### config.mk
export PLATFORM = sky130hd
export DESIGN_NAME = audio_avg_filter
export DESIGN_NICKNAME = d
export VERILOG_FILES = /design/src/rtl/audio_pkg.sv /design/src/rtl/avg_delay_line.sv /design/src/rtl/audio_avg_filter.sv
export SDC_FILE = /design/constraint.sdc
export NUM_CORES = 1
export LEC_CHECK = 0
export ABC_AREA = 1
export CAP_MARGIN = 20
export CORE_MARGIN = 3
export CORE_UTILIZATION = 50
export CTS_CLUSTER_DIAMETER = 100
export DETAILED_ROUTE_END_ITERATION = 10
export HOLD_SLACK_MARGIN = 0.02
export PLACE_DENSITY = 0.68
export SYNTH_ARGS = -nofsm -noshare
export SYNTH_HDL_FRONTEND = slang
export SYNTH_SLANG_ARGS = --single-unit
### constraint.sdc
create_clock -name clk -period 8.45 [get_ports clk]
set_clock_uncertainty 0.05 [all_clocks]
set_input_delay 1.69 -clock clk [delete_from_list [all_inputs] [get_ports clk]]
set_output_delay 1.69 -clock clk [all_outputs]
set_load 0.005 [all_outputs]
### src/rtl/audio_pkg.sv
// Shared types for the stereo audio path.
// Holds the sample type and the averaging filter's FSM state encoding.
package audio_pkg;

  localparam int AUDIO_DATA_W = 24;

  typedef logic signed [AUDIO_DATA_W-1:0] sample_t;

  typedef enum logic [1:0] {
    IDLE,
    FETCH,
    ACCUM,
    HOLD
  } avg_state_t;

endpackage

### src/rtl/avg_delay_line.sv
// Delay line for the moving-average filter: one write port,
// one registered read port; both channels share a word.
module avg_delay_line #(
  parameter int W  = 48,
  parameter int AW = 3
) (
  input  logic          clk,
  input  logic          we,
  input  logic [AW-1:0] waddr,
  input  logic [W-1:0]  wdata,
  input  logic          re,
  input  logic [AW-1:0] raddr,
  output logic [W-1:0]  q
);

  logic [W-1:0] mem [2**AW];

  always_ff @(posedge clk) begin
    if (we)
      mem[waddr] <= wdata;
    if (re)
      q <= mem[raddr];
  end

endmodule

### src/rtl/audio_avg_filter.sv
// N-tap stereo moving-average filter with valid/ready stream ports.
// Define AUDIO_AVG_ROUND_EN to round half up instead of flooring.
module audio_avg_filter
  import audio_pkg::*;
#(
  parameter int DATA_W = AUDIO_DATA_W,
  parameter int LOG2_N = 3
) (
  input  logic              clk,
  input  logic              reset_n,
  input  logic              in_valid,
  output logic              in_ready,
  input  logic [DATA_W-1:0] in_left,
  input  logic [DATA_W-1:0] in_right,
  output logic              out_valid,
  input  logic              out_ready,
  output logic [DATA_W-1:0] out_left,
  output logic [DATA_W-1:0] out_right
);

  localparam int N     = 2**LOG2_N;
  localparam int ACC_W = DATA_W + LOG2_N;

  avg_state_t state;

  logic [LOG2_N-1:0] wr_ptr;
  logic [LOG2_N:0]   fill;
  logic [ACC_W-1:0]  acc_l;
  logic [ACC_W-1:0]  acc_r;
  logic [DATA_W-1:0] x_l;
  logic [DATA_W-1:0] x_r;

  logic [2*DATA_W-1:0] ram_q;
  logic [DATA_W-1:0]   old_l;
  logic [DATA_W-1:0]   old_r;
  logic [ACC_W-1:0]    acc_nl;
  logic [ACC_W-1:0]    acc_nr;
  logic                full;
  logic                rd_en;
  logic                wr_en;

  function automatic logic [DATA_W-1:0] scale(
    input logic [ACC_W-1:0] a
  );
    logic signed [ACC_W:0] t;
    t = {a[ACC_W-1], a};
`ifdef AUDIO_AVG_ROUND_EN
    t = t + (ACC_W+1)'(N/2);
`endif
    t = t >>> LOG2_N;
    return DATA_W'(t);
  endfunction

  function automatic logic [ACC_W-1:0] sext(
    input logic [DATA_W-1:0] v
  );
    return {{LOG2_N{v[DATA_W-1]}}, v};
  endfunction

  assign full  = (fill == (LOG2_N+1)'(N));
  assign rd_en = (state == IDLE) && in_valid && in_ready;
  assign wr_en = (state == ACCUM);

  // Until the line is full, the slot being overwritten holds no tap.
  always_comb begin
    old_l  = '0;
    old_r  = '0;
    if (full) begin
      old_l = ram_q[2*DATA_W-1:DATA_W];
      old_r = ram_q[DATA_W-1:0];
    end
    acc_nl = acc_l + sext(x_l) - sext(old_l);
    acc_nr = acc_r + sext(x_r) - sext(old_r);
  end

  avg_delay_line #(
    .W  (2*DATA_W),
    .AW (LOG2_N)
  ) u_line (
    .clk   (clk),
    .we    (wr_en),
    .waddr (wr_ptr),
    .wdata ({x_l, x_r}),
    .re    (rd_en),
    .raddr (wr_ptr),
    .q     (ram_q)
  );

  always_ff @(posedge clk or negedge reset_n) begin
    if (!reset_n) begin
      state     <= IDLE;
      wr_ptr    <= '0;
      fill      <= '0;
      acc_l     <= '0;
      acc_r     <= '0;
      x_l       <= '0;
      x_r       <= '0;
      in_ready  <= 1'b0;
      out_valid <= 1'b0;
      out_left  <= '0;
      out_right <= '0;
    end else begin
      unique case (state)
        IDLE: begin
          if (in_valid && in_ready) begin
            x_l      <= in_left;
            x_r      <= in_right;
            in_ready <= 1'b0;
            state    <= FETCH;
          end else begin
            in_ready <= 1'b1;
          end
        end
        FETCH: begin
          state <= ACCUM;
        end
        ACCUM: begin
          acc_l     <= acc_nl;
          acc_r     <= acc_nr;
          wr_ptr    <= wr_ptr + LOG2_N'(1);
          if (!full)
            fill <= fill + (LOG2_N+1)'(1);
          out_left  <= scale(acc_nl);
          out_right <= scale(acc_nr);
          out_valid <= 1'b1;
          state     <= HOLD;
        end
        HOLD: begin
          if (out_ready) begin
            out_valid <= 1'b0;
            in_ready  <= 1'b1;
            state     <= IDLE;
          end
        end
        default: state <= IDLE;
      endcase
    end
  end

endmodule

==> flow_summary_export.csv, run 1 <==
group,metric,value,unit
yosys,synth_top_area_share,48.6,%
die,io_pins,102,
clock_network,clockRootBuffer,"clkbuf_16",
yosys,yosys_warnings,0,
routing,wl_per_cell,18.3,microns
clock_network,clkTransAtPathRegs,60,ps
critical_path,required,8890,ps
timing,slew_viol_final,0,
timing,tns,0,ps
global_route,grt.total_usage,22.9,%
clock_network,cts_setup_buffers,0,
routing,route.met2.wl,30.5,mm
global_route,grt_pass1_vias,18000,
yosys,synth_top_cell_by_area,"edfxtp_1",
critical_path,arrival,4380,ps
layout,final_cells,3510,
clock_network,clk_latency,610,ps
routing,met1_length,28.8,mm
timing,period_share,46.6,%
critical_path,critical_path_class,"flop to flop",
routing,drt-total-wl,64.2,mm
timing,finalHoldViolCount,0,
routing,drc,0,
critical_path,crit_chain,"inv_1 > ha_1 > nand3_2 > buf_4 > nor2_1 > fa_1 > inv_1 > ha_1 > nand2_1 > nor2_2 > nand2_1 > nor3_1 > nand2_1 > nand3_1 > nand2_1 > nand3_1 > nand2_1",
clock_network,clockBufferDepth,3,
layout,layout-drive-gt1-share,5.00,%
clock_network,cts_buffers,55,
routing,drt_iter0_markers,1582,
layout,antennaDiodeCount,0,
die,row_count,84,
flow_run,maxCapViolCount,0,
timing,clock.fmax,254,MHz
routing,vias,18400,
timing,setup_viol,0,
placement,hpwl,41.4,mm
global_route,grt_pass1_wl,101,mm
critical_path,slowest_delay,580,ps
placement,routabilityCongestion,0.926,
yosys,ys_ff_latch,545,
yosys,syn_area_per_cell,9.76,sq um
global_route,antenna_found_initial,0,
routing,routed_via_density,5.23,
die,start_util,50.7,%
outcome,status,"finished, final reports clean",
routing,first_pass_iters,5,
clock_network,cts_num_sinks,545,
timing,worst_pin_slew,1080,ps
global_route,grt-ovfl-total,0,
global_route,grt_max_degree,97,
yosys,syn_inst,2734,
routing,antenna_left,0,
yosys,synth_seq_area_share,59.2,%
yosys,syn_nets,2898,
die,dieHeight,237,microns
layout,fin_area,29800,sq um
yosys,synth_area_leaders,"edfxtp_1, dfrtp_1, nand2_1",
critical_path,cp_common_cell,"nand2_1",
yosys,ys_types,36,
placement,dp_cells,3406,
yosys,syn_area,26700,sq um
die,fp.dieW,237,microns
routing,dr.max_layer_used,"met4",
layout,num-nets-final,2939,
timing,rsz0062_at_grt,"false",
layout,synthToLayoutAreaGrowth,11.8,%
clock_network,cts.hold.buffers_added,0,
critical_path,cp-start-kind,"flop",
layout,fillers,4447,
die,die_area,56200,sq um
clock_network,cts_tree,"built",
critical_path,crit_path_top_delay_cell,"nand3_2",
min_path,hp-class,"flop to flop",
routing,dr_wl_met3,3.47,mm
timing,slew_headroom,28.2,%
timing,layout_min_cycle_time,3940,ps
placement,place_area,28000,sq um
placement,portBuffers,101,
clock_network,cts_resized,0,
critical_path,cp_max_fo,26,
critical_path,endpoint_kind,"flop",
clock_network,h-tree-depth,2,
die,coreArea,52700,sq um
==> metal layers <==
layer,GRT usage (%),vias up
met5,0,-
met3,2.61,107
li1,-,8864
met1,32.8,8836
met2,37.4,543
met4,6.63,0
==> critical path, delay by kind of cell (launching register included) <==
kind	cells	cell delay, ps
simple gates	11	1850
fa+ha+maj	3	830
buf+inv	3	670
flops	1	400
==> synth_stat cells (all sizes together) <==
| cell type | number |
|---|---|
| nand2 | 513 |
| a21oi | 34 |
| and2 | 3 |
| o22ai | 8 |
| a31oi | 1 |
| xnor2 | 14 |
| inv | 464 |
| o21ai | 273 |
| buf | 94 |
| ha | 60 |
| a21o | 2 |
| edfxtp | 432 |
| xor2 | 9 |
| nand3 | 75 |
| a22o | 1 |
| clkbuf | 43 |
| a211oi | 1 |
| dfrtp | 113 |
| o2111ai | 47 |
| o21bai | 4 |
| or2 | 3 |
| nand3b | 4 |
| nor2 | 465 |
| fa | 52 |
| o211ai | 2 |
| nand4 | 14 |
| nor3 | 3 |
==> cells in the final DEF, fill, tap and decap left out, types with 3 or more instances in the layout <==
cell type,count
a21oi_1,34
and2_1,3
buf_4,20
bufinv_16,4
clkbuf_1,11
clkbuf_16,55
clkbuf_8,10
clkdlybuf4s50_1,100
clkinv_1,4
clkinv_2,10
clkinv_4,3
clkinvlp_4,3
dfrtp_1,112
edfxtp_1,432
fa_1,52
ha_1,59
inv_1,458
inv_2,5
nand2_1,509
nand2_2,4
nand3_1,73
nand3b_1,4
nand4_1,14
nor2_1,450
nor2_2,6
nor2_4,9
nor3_1,3
o2111ai_1,47
o21ai_0,249
o21ai_1,24
o21bai_1,4
o22ai_1,8
xnor2_1,14
xor2_1,9
==> sequential cells by signal, indices dropped and copies added (netlist names) <==
| signal | count |
|---|---|
| out_left | 24 |
| wr_ptr | 3 |
| state | 2 |
| x_r | 24 |
| fill | 4 |
| x_l | 24 |
| acc_r | 3 |
| out_right | 24 |
| u_line.q | 48 |
| acc_l | 3 |
| out_valid | 1 |
| u_line.mem | 384 |
| in_ready | 1 |
==> kinds of logic after synthesis <==
kind of cell	count (synthesis)	synth area share, %
buf+inv	601	9.58
xor+xnor	23	0.755
simple gates	1080	15.9
flops	545	59.2
fa+ha+maj	112	6.72
compound gates	373	7.80
==> final timing paths <==
kind | start | slack, ps | to | depth (start not counted)
worst max-delay path | fill[0] | 4510 | out_right[23] | 17
worst min-delay path | acc_r[0] | 440 | acc_r[0] | 2
worst max register to register | fill[0] | 4510 | out_right[23] | 17
worst min register to register | acc_r[0] | 440 | acc_r[0] | 2
min in group asynchronous | reset_n | 1030 | x_r[0] | 1
max in group asynchronous | reset_n | 5880 | wr_ptr[0] | 2
==> layout make-up <==
type / instances / area, sq um / share of cell area [%]
Sequential cell: 545 / 15800 / 53.0
Multi-Input combinational cell: 1588 / 8400 / 28.2
Inverter: 464 / 1740 / 5.85
Clock buffer: 76 / 1560 / 5.22
Timing Repair Buffer: 121 / 1160 / 3.90
Tap cell: 688 / 861 / 2.89
Clock inverter: 28 / 298 / 0.999
==> per-stage QoR <==
step                      utilization, %  hold slack, ps  setup slack (ps)
after floorplan                        -             396              4880
after global placement              53.1             411              4270
after detailed placement            53.1             419              4220
after CTS                           56.6             449              4520
after global routing                56.6             475              4180
final                               56.6             442              4510
Power of run 1 is left out: the tool's default activity adds up to more than one toggle a clock period on the data nets, which glitch-free logic cannot reach.
==> inputs of run 2 (changes only) <==
--- a/config.mk
+++ b/config.mk
@@ -12,7 +12,7 @@
 export CTS_CLUSTER_DIAMETER = 100
 export DETAILED_ROUTE_END_ITERATION = 10
 export HOLD_SLACK_MARGIN = 0.02
-export PLACE_DENSITY = 0.68
+export PLACE_DENSITY = 0.71
 export SYNTH_ARGS = -nofsm -noshare
 export SYNTH_HDL_FRONTEND = slang
 export SYNTH_SLANG_ARGS = --single-unit
==> constraint.sdc (replaced) <==
create_clock -name clk -period 3.5 [get_ports clk]
set_clock_uncertainty 0.05 [all_clocks]
set_input_delay 0.7 -clock clk [delete_from_list [all_inputs] [get_ports clk]]
set_output_delay 0.7 -clock clk [all_outputs]
set_load 0.005 [all_outputs]
==> flow_summary_export.csv, run 2 (synthesized netlist as in run 1, its figures left out) <==
group,metric,value,unit
die,io_pins,102,
placement,place_area,28200,sq um
clock_network,clk_latency,620,ps
layout,num-nets-final,2960,
timing,setup_viol,0,
global_route,grt_pass1_vias,18600,
placement,routabilityCongestion,0.959,
clock_network,cts_num_sinks,545,
placement,hpwl,43.1,mm
clock_network,clkTransAtPathRegs,60,ps
critical_path,endpoint_kind,"flop",
critical_path,arrival,3690,ps
layout,synthToLayoutAreaGrowth,12.7,%
min_path,hp-class,"input pin to asynchronous set/reset pin",
critical_path,cp_max_fo,26,
critical_path,cp_common_cell,"nand2_1",
outcome,status,"finished, final reports clean",
die,row_count,84,
die,dieHeight,237,microns
clock_network,cts_setup_buffers,0,
placement,portBuffers,101,
critical_path,reg2reg_depth,17,
critical_path,required,3940,ps
layout,layout-drive-gt1-share,5.91,%
critical_path,slowest_delay,490,ps
layout,mostFrequentLayoutCell,"nand2_1",
routing,drc,0,
layout,fin_area,30100,sq um
layout,largest_reg_flops,384,
timing,finalHoldViolCount,0,
timing,rsz0062_at_grt,"false",
global_route,grt-ovfl-total,0,
timing,tns,0,ps
layout,max_flop_register,"u_line.mem",
die,die_area,56200,sq um
routing,drt-total-wl,65.4,mm
global_route,grt_max_degree,189,
routing,wl_per_cell,18.5,microns
layout,antennaDiodeCount,0,
critical_path,r2r-end,"out_right[14]",
critical_path,crit_path_top_delay_cell,"fa_1",
routing,antenna_left,0,
die,start_util,50.7,%
flow_run,maxCapViolCount,0,
global_route,antenna_found_initial,0,
routing,vias,18500,
routing,drt_iter0_markers,1607,
layout,top_regs,"u_line.mem: 384 flops, u_line.q: 48 flops",
die,fp.dieW,237,microns
layout,final_cell_mix,"nand2_1, inv_1, nor2_1",
critical_path,critical_path_class,"flop to flop",
timing,clock.fmax,307,MHz
timing,worst_pin_slew,1070,ps
clock_network,cts_tree,"built",
global_route,grt_pass1_wl,103,mm
die,coreArea,52700,sq um
timing,slew_viol_final,0,
global_route,grt.total_usage,23.4,%
clock_network,h-tree-depth,2,
critical_path,crit_chain,"inv_1 > ha_1 > nand3_2 > buf_12 > nor2_1 > fa_1 > inv_1 > ha_1 > nand2_1 > nor2_1 > nand3_1 > nand3_1 > nand2_1 > nand2_1 > nand2_1 > nand3_1 > o21ai_0",
routing,first_pass_iters,5,
timing,period_share,92.9,%
timing,slew_headroom,28.3,%
timing,layout_min_cycle_time,3250,ps
clock_network,clockRootBuffer,"clkbuf_16",
critical_path,reg2reg_from,"fill[0]",
critical_path,cp-start-kind,"flop",
clock_network,cts_buffers,53,
routing,routed_via_density,5.24,
critical_path,r2r_slack,250,ps
clock_network,clockBufferDepth,3,
## run 2: worst max-delay path by stage
stage                   from                to  slack (ps)
floorplan           state[0]  u_line.mem[2][0]         -70
global placement     fill[0]      out_left[11]         120
detailed placement   fill[0]      out_left[19]          90
CTS                  fill[0]      out_left[19]          80
global route         fill[0]      out_left[13]          20
finish               fill[0]     out_right[14]         250
## run 2: per-layer routing
layer	vias up	wire [microns]	global-route usage [%]
met5	-	0	0
met1	8874	28400	32.3
li1	8919	-	-
met2	587	31300	38.4
met3	99	4090	3.70
met4	0	1630	6.96
## run 2: timing repair
action / in CTS / in global routing
hold buffers: 0 / 0
setup endpoints to repair: 0 / 9
gates resized for setup: 0 / 6
## run 2: final cells by class
class / count / area [sq um]
sequential: 545 / 15800
tap: 688 / 861
clock inverter: 34 / 363
fill: 4448 / 22600
multi-input combinational: 1588 / 8410
clock buffer: 66 / 1450
timing repair buffer: 144 / 1430
inverter: 464 / 1740
## run 2: worst max-delay path, delay by kind of cell (launching register included)
family / cells / cell delay, ps
AOI/OAI and AO/OA: 1 / 100
adders and majority gates: 3 / 1050
and+or+nand+nor: 10 / 1200
buffers and inverters: 3 / 330
DFF: 1 / 380
## run 2: per-stage QoR
step / util [%] / std cells / worst slack, ps / hold WS [ps]
floorplan: - / 2734 / -67.3 / 354
global placement: 53.6 / 3429 / 120 / 410
detailed placement: 53.6 / 3429 / 88.1 / 425
CTS: 57.0 / 3529 / 79.0 / 51.9
global route: 57.1 / 3529 / 20.1 / 77.4
finish: 57.1 / 3529 / 247 / 47.2
Power of run 2 is left out for the same reason.
==> inputs of run 3 (changes only) <==
--- a/config.mk
+++ b/config.mk
@@ -7,12 +7,14 @@
 export LEC_CHECK = 0
 export ABC_AREA = 1
 export CAP_MARGIN = 20
+export CELL_PAD_IN_SITES_DETAIL_PLACEMENT = 1
+export CELL_PAD_IN_SITES_GLOBAL_PLACEMENT = 2
 export CORE_MARGIN = 3
-export CORE_UTILIZATION = 50
+export CORE_UTILIZATION = 36
 export CTS_CLUSTER_DIAMETER = 100
 export DETAILED_ROUTE_END_ITERATION = 10
 export HOLD_SLACK_MARGIN = 0.02
-export PLACE_DENSITY = 0.71
+export PLACE_DENSITY = 0.77
 export SYNTH_ARGS = -nofsm -noshare
 export SYNTH_HDL_FRONTEND = slang
 export SYNTH_SLANG_ARGS = --single-unit
==> flow_summary_export.csv, run 3 (synthesized netlist as in run 1, its figures left out) <==
group,metric,value,unit
global_route,grt_max_degree,189,
die,start_util,36.4,%
min_path,hold_path.startpoint,"acc_l[0]",
routing,drc,0,
layout,max_flop_register,"u_line.mem",
clock_network,clockBufferDepth,3,
global_route,grt_pass1_wl,120,mm
routing,vias,18800,
layout,top_regs,"u_line.mem: 384 flops, u_line.q: 48 flops",
global_route,grt.total_usage,20.2,%
die,row_count,99,
critical_path,r2r-end,"out_left[6]",
placement,dp_cells,3702,
placement,hpwl,52.6,mm
die,io_pins,102,
timing,whs,438,ps
min_path,whs_path_depth,2,
routing,routed_via_density,4.93,
global_route,grt-ovfl-total,0,
critical_path,reg2reg_from,"fill[0]",
clock_network,clockRootBuffer,"clkbuf_16",
layout,num-nets-final,2966,
routing,first_pass_iters,5,
critical_path,path_buf_inv,5,
global_route,antenna_found_initial,1,
die,fp.dieW,278,microns
critical_path,endpoint_kind,"flop",
critical_path,r2r_slack,160,ps
layout,largest_reg_flops,384,
critical_path,slowest_delay,440,ps
die,dieHeight,278,microns
critical_path,crit_family,"simple AND/OR/NAND/NOR gates",
layout,final_cells,3810,
timing,finalHoldViolCount,0,
outcome,status,"finished, final reports clean",
clock_network,h-tree-depth,2,
timing,tns,0,ps
timing,worst_pin_slew,1100,ps
global_route,grt_pass1_vias,20000,
timing,clock.fmax,299,MHz
clock_network,clkTransAtPathRegs,60,ps
routing,drt-total-wl,78.3,mm
layout,final_cell_mix,"nand2_1, inv_1, nor2_1",
critical_path,crit_chain,"inv_1 > ha_1 > nand3_2 > buf_12 > nor2_1 > fa_1 > inv_1 > ha_1 > nand2_1 > inv_1 > nand2_1 > nand2_1 > inv_1 > nand3_2 > or2_2 > nand3_1 > o21ai_0",
timing,slew_viol_final,0,
timing,layout_min_cycle_time,3340,ps
clock_network,clk_latency,630,ps
timing,setup_viol,0,
routing,drt_iter0_markers,1144,
flow_run,maxCapViolCount,0,
clock_network,cts_buffers,56,
layout,synthToLayoutAreaGrowth,14.9,%
layout,mostFrequentLayoutCell,"nand2_1",
routing,antenna_left,0,
critical_path,cp-start-kind,"flop",
critical_path,crit_path_top_delay_cell,"fa_1",
critical_path,required,3910,ps
min_path,holdPathEnd,"acc_l[0]",
timing,slew_headroom,26.6,%
timing,period_share,95.6,%
critical_path,reg2reg_depth,17,
placement,portBuffers,101,
die,die_area,77400,sq um
placement,routabilityCongestion,0.838,
timing,rsz0062_at_grt,"true",
layout,layout-drive-gt1-share,6.25,%
critical_path,arrival,3760,ps
critical_path,cp_max_fo,25,
clock_network,cts_num_sinks,545,
die,coreArea,73200,sq um
routing,wl_per_cell,20.5,microns
min_path,hp-class,"flop to flop",
clock_network,cts_setup_buffers,0,
clock_network,cts_tree,"built",
critical_path,critical_path_class,"flop to flop",
critical_path,cp_common_cell,"inv_1",
run 3: worst max-delay path by stage:
stage | from | to | cells past startpoint
3_3_place_gp | fill[0] | out_left[15] | 17
5_1_grt | fill[0] | out_left[6] | 17
4_1_cts | fill[0] | out_left[15] | 17
2_1_floorplan | state[0] | u_line.mem[2][0] | 6
3_5_place_dp | fill[0] | out_left[15] | 17
6_report | fill[0] | out_left[6] | 17
run 3: final cells by class:
type | instances | area (sq um)
Multi-Input combinational cell | 1588 | 8450
Inverter | 464 | 1750
Clock inverter | 27 | 374
Antenna cell | 1 | 2.50
Tap cell | 959 | 1200
Clock buffer | 79 | 1570
Fill cell | 8216 | 42500
Timing Repair Buffer | 147 | 1510
Sequential cell | 545 | 15800
run 3: worst register-to-register path, stage by stage (launching register included):
cell and delay, ps:
dfrtp_1 400, inv_1 110, ha_1 180, nand3_2 140
buf_12 200, nor2_1 190, fa_1 440, inv_1 70
ha_1 280, nand2_1 220, inv_1 60, nand2_1 60
nand2_1 100, inv_1 90, nand3_2 150, or2_2 310
nand3_1 60, o21ai_0 90
run 3: timing repair:
action,CTS,global route
hold buffers,1,0
resized for setup,0,19
setup endpoints to repair,0,16
endpoints found under the hold margin,14,0
run 3: stage by stage:
stage               setup WS (ps)  cell area (sq um)  utilization [%]
CTS                          22.2              30600             41.8
detailed placement           53.6              28600             39.1
floorplan                   -67.3              26700                -
finish                        156              30700             41.9
global route                -38.6              30700             41.9
global placement              124              28600             39.1
run 3: routing by layer:
metal	wire (microns)	vias to the layer above	part of all wire [%]	track usage (%)
li1	-	8931	-	-
met4	1600	2	2.0	5.21
met2	36800	392	47	33.2
met3	3510	100	4.5	2.86
met5	13	-	0.017	0
met1	36400	9377	46	28.2
Power of run 3 is left out for the same reason.
